File: config.mk
export PLATFORM = sky130hd
export DESIGN_NAME = debounce_multi
export DESIGN_NICKNAME = d
export VERILOG_FILES = /design/src/rtl/debounce_multi.sv
export SDC_FILE = /design/constraint.sdc
export NUM_CORES = 1
export LEC_CHECK = 0
export BUFFER_PORTS_ARGS = -buffer_cell sky130_fd_sc_hd__buf_4
export CORE_ASPECT_RATIO = 0.8
export CORE_MARGIN = 2
export CORE_UTILIZATION = 60
export CTS_BUF_LIST = sky130_fd_sc_hd__clkbuf_4 sky130_fd_sc_hd__clkbuf_8 sky130_fd_sc_hd__clkbuf_16
export CTS_CLUSTER_SIZE = 14
export DETAILED_ROUTE_END_ITERATION = 16
export GPL_ROUTABILITY_DRIVEN = 0
export GPL_TIMING_DRIVEN = 0
export PLACE_DENSITY = 0.82
export SYNTH_ARGS = -nofsm -noshare
export SYNTH_HDL_FRONTEND = slang
export SYNTH_SLANG_ARGS = --single-unit
File: constraint.sdc
create_clock -name Clk -period 5.46 [get_ports Clk]
set_input_delay 0.273 -clock Clk [delete_from_list [all_inputs] [get_ports Clk]]
set_output_delay 0.273 -clock Clk [all_outputs]
set_load 0.02 [all_outputs]
File: src/rtl/debounce_multi.sv
// Per-channel synchronise + stability filter with press/release pulses and auto-repeat.
// Latency: clean level follows a stable input after NDELAY+4 edges; pulses coincide with the level change.
// Backpressure: none; level inputs in, free-running registered pulses out.
module debounce_multi #(
    parameter int NCH           = 4,
    parameter int NDELAY        = 650000,
    parameter int REPEAT_EN     = 1,
    parameter int REPEAT_DELAY  = 16000000,
    parameter int REPEAT_PERIOD = 5000000
) (
    input  logic           Clk,
    input  logic           RstN,
    input  logic [NCH-1:0] DataNoisy,
    output logic [NCH-1:0] DataClean,
    output logic [NCH-1:0] Rise,
    output logic [NCH-1:0] Fall,
    output logic [NCH-1:0] Repeat,
    output logic [NCH-1:0] KeyEvent
);

    localparam int CW   = $clog2(NDELAY + 1);
    localparam int RMAX = (REPEAT_DELAY > REPEAT_PERIOD) ? REPEAT_DELAY : REPEAT_PERIOD;
    localparam int RW   = $clog2(RMAX + 1);

    localparam logic [CW-1:0] CNT_MAX = CW'(NDELAY);

    localparam logic [1:0] ST_IDLE = 2'd0;
    localparam logic [1:0] ST_WAIT = 2'd1;
    localparam logic [1:0] ST_REP  = 2'd2;

    for (genvar ch = 0; ch < NCH; ch++) begin : g_ch
        logic [1:0]    sync_q;
        logic          cand_q;
        logic [CW-1:0] cnt_q;
        logic          clean_q;
        logic          rise_q;
        logic          fall_q;
        logic          rep_q;
        logic          key_q;
        logic          settle;
        logic          rise_set;
        logic          fall_set;
        logic          rep_set;

        // candidate has been stable for NDELAY counted cycles
        assign settle   = (sync_q[1] == cand_q) && (cnt_q == CNT_MAX);
        assign rise_set = settle &  cand_q & ~clean_q;
        assign fall_set = settle & ~cand_q &  clean_q;

        always_ff @(posedge Clk or negedge RstN) begin
            if (!RstN) begin
                sync_q  <= 2'b00;
                cand_q  <= 1'b0;
                cnt_q   <= '0;
                clean_q <= 1'b0;
                rise_q  <= 1'b0;
                fall_q  <= 1'b0;
                rep_q   <= 1'b0;
                key_q   <= 1'b0;
            end else begin
                sync_q <= {sync_q[0], DataNoisy[ch]};
                if (sync_q[1] != cand_q) begin
                    cand_q <= sync_q[1];
                    cnt_q  <= '0;
                end else if (cnt_q == CNT_MAX) begin
                    clean_q <= cand_q;
                end else begin
                    cnt_q <= cnt_q + CW'(1);
                end
                rise_q <= rise_set;
                fall_q <= fall_set;
                rep_q  <= rep_set;
                key_q  <= rise_set | rep_set;
            end
        end

        if (REPEAT_EN != 0) begin : g_rep
            localparam logic [RW-1:0] RDLY_M1 = RW'(REPEAT_DELAY - 1);
            localparam logic [RW-1:0] RPER_M1 = RW'(REPEAT_PERIOD - 1);

            logic [1:0]    state_q;
            logic [RW-1:0] rcnt_q;

            // a release on the same edge wins over a due repeat
            assign rep_set = !fall_set &&
                             (((state_q == ST_WAIT) && (rcnt_q == RDLY_M1)) ||
                              ((state_q == ST_REP)  && (rcnt_q == RPER_M1)));

            always_ff @(posedge Clk or negedge RstN) begin
                if (!RstN) begin
                    state_q <= ST_IDLE;
                    rcnt_q  <= '0;
                end else if (fall_set) begin
                    state_q <= ST_IDLE;
                    rcnt_q  <= '0;
                end else begin
                    case (state_q)
                        ST_IDLE: begin
                            rcnt_q <= '0;
                            if (rise_set) state_q <= ST_WAIT;
                        end
                        ST_WAIT: begin
                            if (rcnt_q == RDLY_M1) begin
                                state_q <= ST_REP;
                                rcnt_q  <= '0;
                            end else begin
                                rcnt_q <= rcnt_q + RW'(1);
                            end
                        end
                        ST_REP: begin
                            if (rcnt_q == RPER_M1) rcnt_q <= '0;
                            else                   rcnt_q <= rcnt_q + RW'(1);
                        end
                        default: begin
                            state_q <= ST_IDLE;
                            rcnt_q  <= '0;
                        end
                    endcase
                end
            end
        end else begin : g_norep
            assign rep_set = 1'b0;
        end

        assign DataClean[ch] = clean_q;
        assign Rise[ch]      = rise_q;
        assign Fall[ch]      = fall_q;
        assign Repeat[ch]    = rep_q;
        assign KeyEvent[ch]  = key_q;
    end

endmodule

# After elaboration in Yosys (flattened, before gate mapping)
# Index checks and enable logic that the tools add are counted.
# W data, S select, Z words.
[word_totals]
input_bits = 6
word_cells = 200
register_bits = 216
out_inout_bits = 20
[classes]
n_reduce_logical = 36
bitwise = 32
n_eq_ne = 44
muxes = 40
addsub = 8
[op_table]
columns = ["op", "n"]
rows = [
  ["$mux W24", 12],
  ["$pmux W24 S2", 4],
  ["$mux W20", 8],
  ["$add A24 B1 Y24 const B", 4],
  ["$eq A24 B23 Y1 const B", 4],
  ["$eq A24 B24 Y1 const B", 4],
  ["$add A20 B1 Y20 const B", 4],
  ["$eq A20 B20 Y1 const B", 4],
  ["$mux W2", 12],
  ["$pmux W2 S3", 4],
  ["$and A1 B1 Y1", 16],
  ["$logic_and A1 B1 Y1", 16],
  ["$ne A2 B2 Y1 const B", 6],
  ["$ne A3 B2 Y1 const B", 4],
  ["$ne A3 B3 Y1 const B", 4],
  ["$not A1 Y1", 12],
  ["$reduce_and A3 Y1", 4],
  ["$eq A2 B1 Y1 const B", 4],
  ["$eq A2 B2 Y1 const B", 4],
  ["$logic_not A2 Y1", 4],
  ["$reduce_and A2 Y1", 4],
  ["$eq A1 B1 Y1", 4],
  ["$logic_not A1 Y1", 4],
  ["$logic_or A1 B1 Y1", 4],
  ["other kinds (3)", 10],
]

# Logic depth before layout (Yosys ltp)
[depth]
depth_word = 7
mapped_depth = 9
depth_no_buf = 7

# Worst setup path after synthesis
# OpenSTA, ideal clock, no wires.
[synth_path]
path_kind = "register to register"
start = "register g_ch[3].g_rep.rcnt_q[7]"
end = "register g_ch[3].g_rep.rcnt_q[15]"
path_stages_with_launch = 7
path_buffers = 1
synth_period_minus_slack_ns = 2.147
arrival_time_ns = 2.028
required_ns = 5.341
setup_slack_ns = 3.313
setup_time_ns = 0.119
path_cell_list = "dfrtp_1 > or4b_1 > or4_1 > o31a_1 > o211ai_2 > buf_6 > nor2_1"
[synth_between]
elab_chain_len = 4
elab_cells_between_ends = 7
classes_between = "1 x add/sub; 2 x eq/ne; 4 x mux"
[synth_lines]
columns = ["element", "line_no", "source"]
rows = [
  ["start, declared", "82", "logic [RW-1:0] rcnt_q;"],
  ["start signal, assigned", "107", "rcnt_q <= rcnt_q + RW'(1);"],
  ["start signal, assigned", "112", "else rcnt_q <= rcnt_q + RW'(1);"],
  ["$add A24 B1 Y24, or another cell as far along", "107, 112", ""],
  ["$mux W24 (on tied branches)", "111, 103", ""],
  ["$pmux W24 S2 (*)", "97", "case (state_q)"],
  ["$mux W24 (*)", "93", "end else if (fall_set) begin"],
]
# Mark *: on every way between the ends. The rest lies on a longest branch, timed or not.
# A chain may end at the register's enable or synchronous reset.

# Final worst setup path
[layout_path]
start = "register g_ch[2].cnt_q[12]"
end = "register g_ch[2].key_q"
[layout_between]
elab_chain_len = 7
elab_cells_between_ends = 9
classes_between = "1 x eq/ne; 5 x bitwise; 3 x reduce/logical"
[layout_lines]
columns = ["element", "line_no", "source"]
rows = [
  ["start, declared", "34", "logic [CW-1:0] cnt_q;"],
  ["start signal, assigned", "68", "cnt_q <= cnt_q + CW'(1);"],
  ["$eq A20 B20 Y1", "46", "assign settle = (sync_q[1] == cand_q) && (cnt_q == CNT_MAX);"],
  ["$logic_and A1 B1 Y1", "46", ""],
  ["$and A1 B1 Y1 (2 in a row)", "48", "assign fall_set = settle & ~cand_q & clean_q;"],
  ["net g_ch[2].fall_set", "42", "logic fall_set;"],
  ["$logic_not A1 Y1", "85", "assign rep_set = !fall_set &&"],
  ["$logic_and A1 B1 Y1", "85", ""],
  ["$or A1 B1 Y1", "73", "key_q <= rise_set | rep_set;"],
  ["end signal, assigned", "73", ""],
  ["end, declared", "39", "logic key_q;"],
]
# The timed path passes the listed nets, and every way through them passes these cells.

==> flow_summary.yaml <==
outcome:
  status: "finished, final reports clean"
yosys:
  netlist_area_mm2: 0.0112
  ys_seq_area_frac: 0.484
  yosys.area.top_type: "dfrtp_1"
  synth.area.top_cells: "dfrtp_1, xnor2_1, nor2_1, xor2_1, ha_1"
  yosysWarnings: 0
  synth.top_cell.area_share: 0.484
  avgSynthCellArea_um2: 9.65
  synth_edf_count: 0
  synth_nets: 1191
  netlist_instances: 1157
  synth_ff_type: "dfrtp_1"
  async_flop_share: 1.00
  ys_ff_latch: 216
  synth_cell_types: 63
worst_setup_path:
  reg2reg_depth: 5
  r2r_setup_slack_ns: 2.97
  critPathSlowestCell: "nor4b_1"
  crit_start: "g_ch[2].cnt_q[12]$_DFFE_PN0P_"
  start_kind: "flip-flop"
  slowest_delay_ns: 0.85
  endpoint_kind: "flip-flop"
  crit_arrival_ns: 2.86
  crit_chain: "nor4bb_1, and4_1, nand2_1, nor4b_1, o21bai_1"
  worst-setup-path-type: "reg2reg"
  r2r-start: "g_ch[2].cnt_q[12]$_DFFE_PN0P_"
  cp_max_fo: 6
  cp.required_ns: 5.83
sta:
  worst_slack_ns: 2.97
  rsz0062_at_grt: "no"
  finalCriticalPeriod_ns: 2.49
  final_hold_viol_count: 0
  fmax_mhz: 401
  fin_crit_sh: 0.457
  setup-tns-final_ns: 0
  fin_skew_ns: 0.0218
  slew_violations: 0
  tightest_slew_ns: 0.957
  max-slew-margin-rel: 0.353
  setup_viol: 0
final_layout:
  synthToLayoutAreaGrowth_pct: 12.6
  layout_commonest_cell: "dfrtp_1"
  utilization: 0.692
  instances_no_fill: 1459
  num-nets-final: 1248
  drive_gt1_frac: 0.0952
  antenna_cells: 0
  mostFrequentLayoutCells: "dfrtp_1, nor2_1, xnor2_1"
routing:
  antenna_left: 0
  first_iter_violations: 619
  via_per_inst: 5.76
  num_vias: 8404
  wirelength_mm: 22.0
  drcViolationCount: 0
  drtPass1Iterations: 5
  wire_per_inst_um: 15.1
clock_tree:
  numCtsBuffers: 23
  cts_buffer_depth: 3
  cts-root-buf: "clkbuf_16"
  cts_tree: "built"
  insertion_delay_ns: 0.52
  clock-sinks: 216
  htree_levels: 1
  post_cts_buffers: 0
  clkTransAtPathRegs_ns: 0.06
floorplan:
  die_y_um: 126
  die-area_mm2: 0.0197
  die_w_um: 157
  num_io_pins: 26
  fp.coreArea_mm2: 0.0182
  row_count: 44
  initial_core_util: 0.615
global_route:
  grt_max_degree: 78
  grt_pass1_wl_mm: 38.8
  grt_pass1_vias: 8277
  track_usage: 0.233
  grt-ovfl-total: 0
  antenna_found_initial: 0
run:
  maxCapViolations: 0
place:
  hpwl_mm: 14.6
  dp_slack_ns: 2.98
  dp.cells: 1414
  io_buffers: 25
pwr:
  cellPowerDensity_mw_per_mm2: 272
  p_leak_nw: 5.10
  ir_worst_vdd_v: 0.000234
worst_hold_path:
  hold_class: "in2async"
## flip-flops by register name, indices dropped and copies added (netlist names)
register            count
g_ch.g_rep.rcnt_q      96
g_ch.cnt_q             80
g_ch.g_rep.state_q      8
g_ch.sync_q             8
g_ch.cand_q             4
g_ch.clean_q            4
g_ch.fall_q             4
g_ch.key_q              4
g_ch.rep_q              4
g_ch.rise_q             4
## path summary, 6_finish.rpt
kind	to
setup / recovery	g_ch[2].key_q$_DFF_PN0_
max in group asynchronous	g_ch[1].g_rep.state_q[0]$_DFFE_PN0P_
hold / removal	g_ch[2].cnt_q[6]$_DFFE_PN0P_
hold reg to reg	g_ch[1].sync_q[1]$_DFF_PN0_
min in group Clk	g_ch[1].sync_q[1]$_DFF_PN0_
setup reg to reg	g_ch[2].key_q$_DFF_PN0_
## timing repair
item / in CTS / in global routing
hold endpoints to repair: 69 / 0
hold buffers: 5 / 0
resized for setup: 0 / 0
## logic make-up (layout without fill, tap and decap cells)
kind of cell	count (synthesis)	count (layout)	synth area share
simple gates	590	590	0.275
flops	216	216	0.484
xor+xnor	156	156	0.122
buf+inv	97	169	0.0438
compound gates	64	64	0.0382
fa+ha+maj	28	28	0.0314
mux	6	6	0.00538
## synth_stat cells (2+ instances only)
master,n
and2_1,10
or4_4,3
or4b_1,2
or2_2,3
xor2_1,67
nor2_1,204
o21a_1,5
inv_1,44
nand2_1,83
nor3_1,43
xnor2_1,89
o31a_1,2
nand4b_1,4
or4_1,5
nand4bb_1,5
nor2b_1,2
o31ai_1,2
a21oi_1,22
buf_4,20
nand2b_1,5
mux2i_1,6
nor4bb_1,3
and3_1,27
nand3b_1,8
o21ai_0,18
nor3b_1,7
nand4_1,50
buf_6,5
nand3_1,61
nor4_1,12
a22oi_1,2
or3_1,11
and4_1,18
and4b_1,3
ha_1,28
o211ai_2,2
clkbuf_1,22
nor4b_1,11
dfrtp_1,216
buf_2,4
## cell type report
cell class                      count  area [um2]
Buffer                             53         324
Fill cell                        1388        5590
Clock inverter                      8         123
Clock buffer                       32         699
Sequential cell                   216        5410
Timing Repair Buffer               32         300
Inverter                           44         165
Tap cell                          230         288
Multi-Input combinational cell    844        5270
## power by group
group | internal (mW) | leakage [nW] | switching, mW | total [mW]
Combinational | 0.0381 | 1.71 | 0.0786 | 0.117
Sequential | 1.62 | 2.98 | 0.0221 | 1.64
Clock | 1.03 | 0.411 | 0.636 | 1.67
Total | 2.69 | 5.10 | 0.736 | 3.43
## routing by layer
| layer | routed length, um | track usage |
|---|---|---|
| met1 | 10300 | 0.344 |
| met2 | 10400 | 0.368 |
| met3 | 961 | 0.0334 |
| met4 | 334 | 0.0518 |
| met5 | 0 | 0 |
## worst max-delay path: cells and delay by family (launching register included)
family          cells  cell delay (ns)
compound gates      1             0.15
simple gates        4             1.73
flops               1             0.45
## metrics by stage
stage	hold WS [ns]	area [um2]	total power, mW
2_1_floorplan	-0.0226	11200	1.72
5_1_grt	0.327	12600	3.56
3_3_place_gp	0.331	11600	1.78
4_1_cts	0.302	12600	3.46
3_5_place_dp	0.261	11700	1.79
6_report	0.286	12600	3.43
Note: power is estimated with default switching activity, not from simulation.
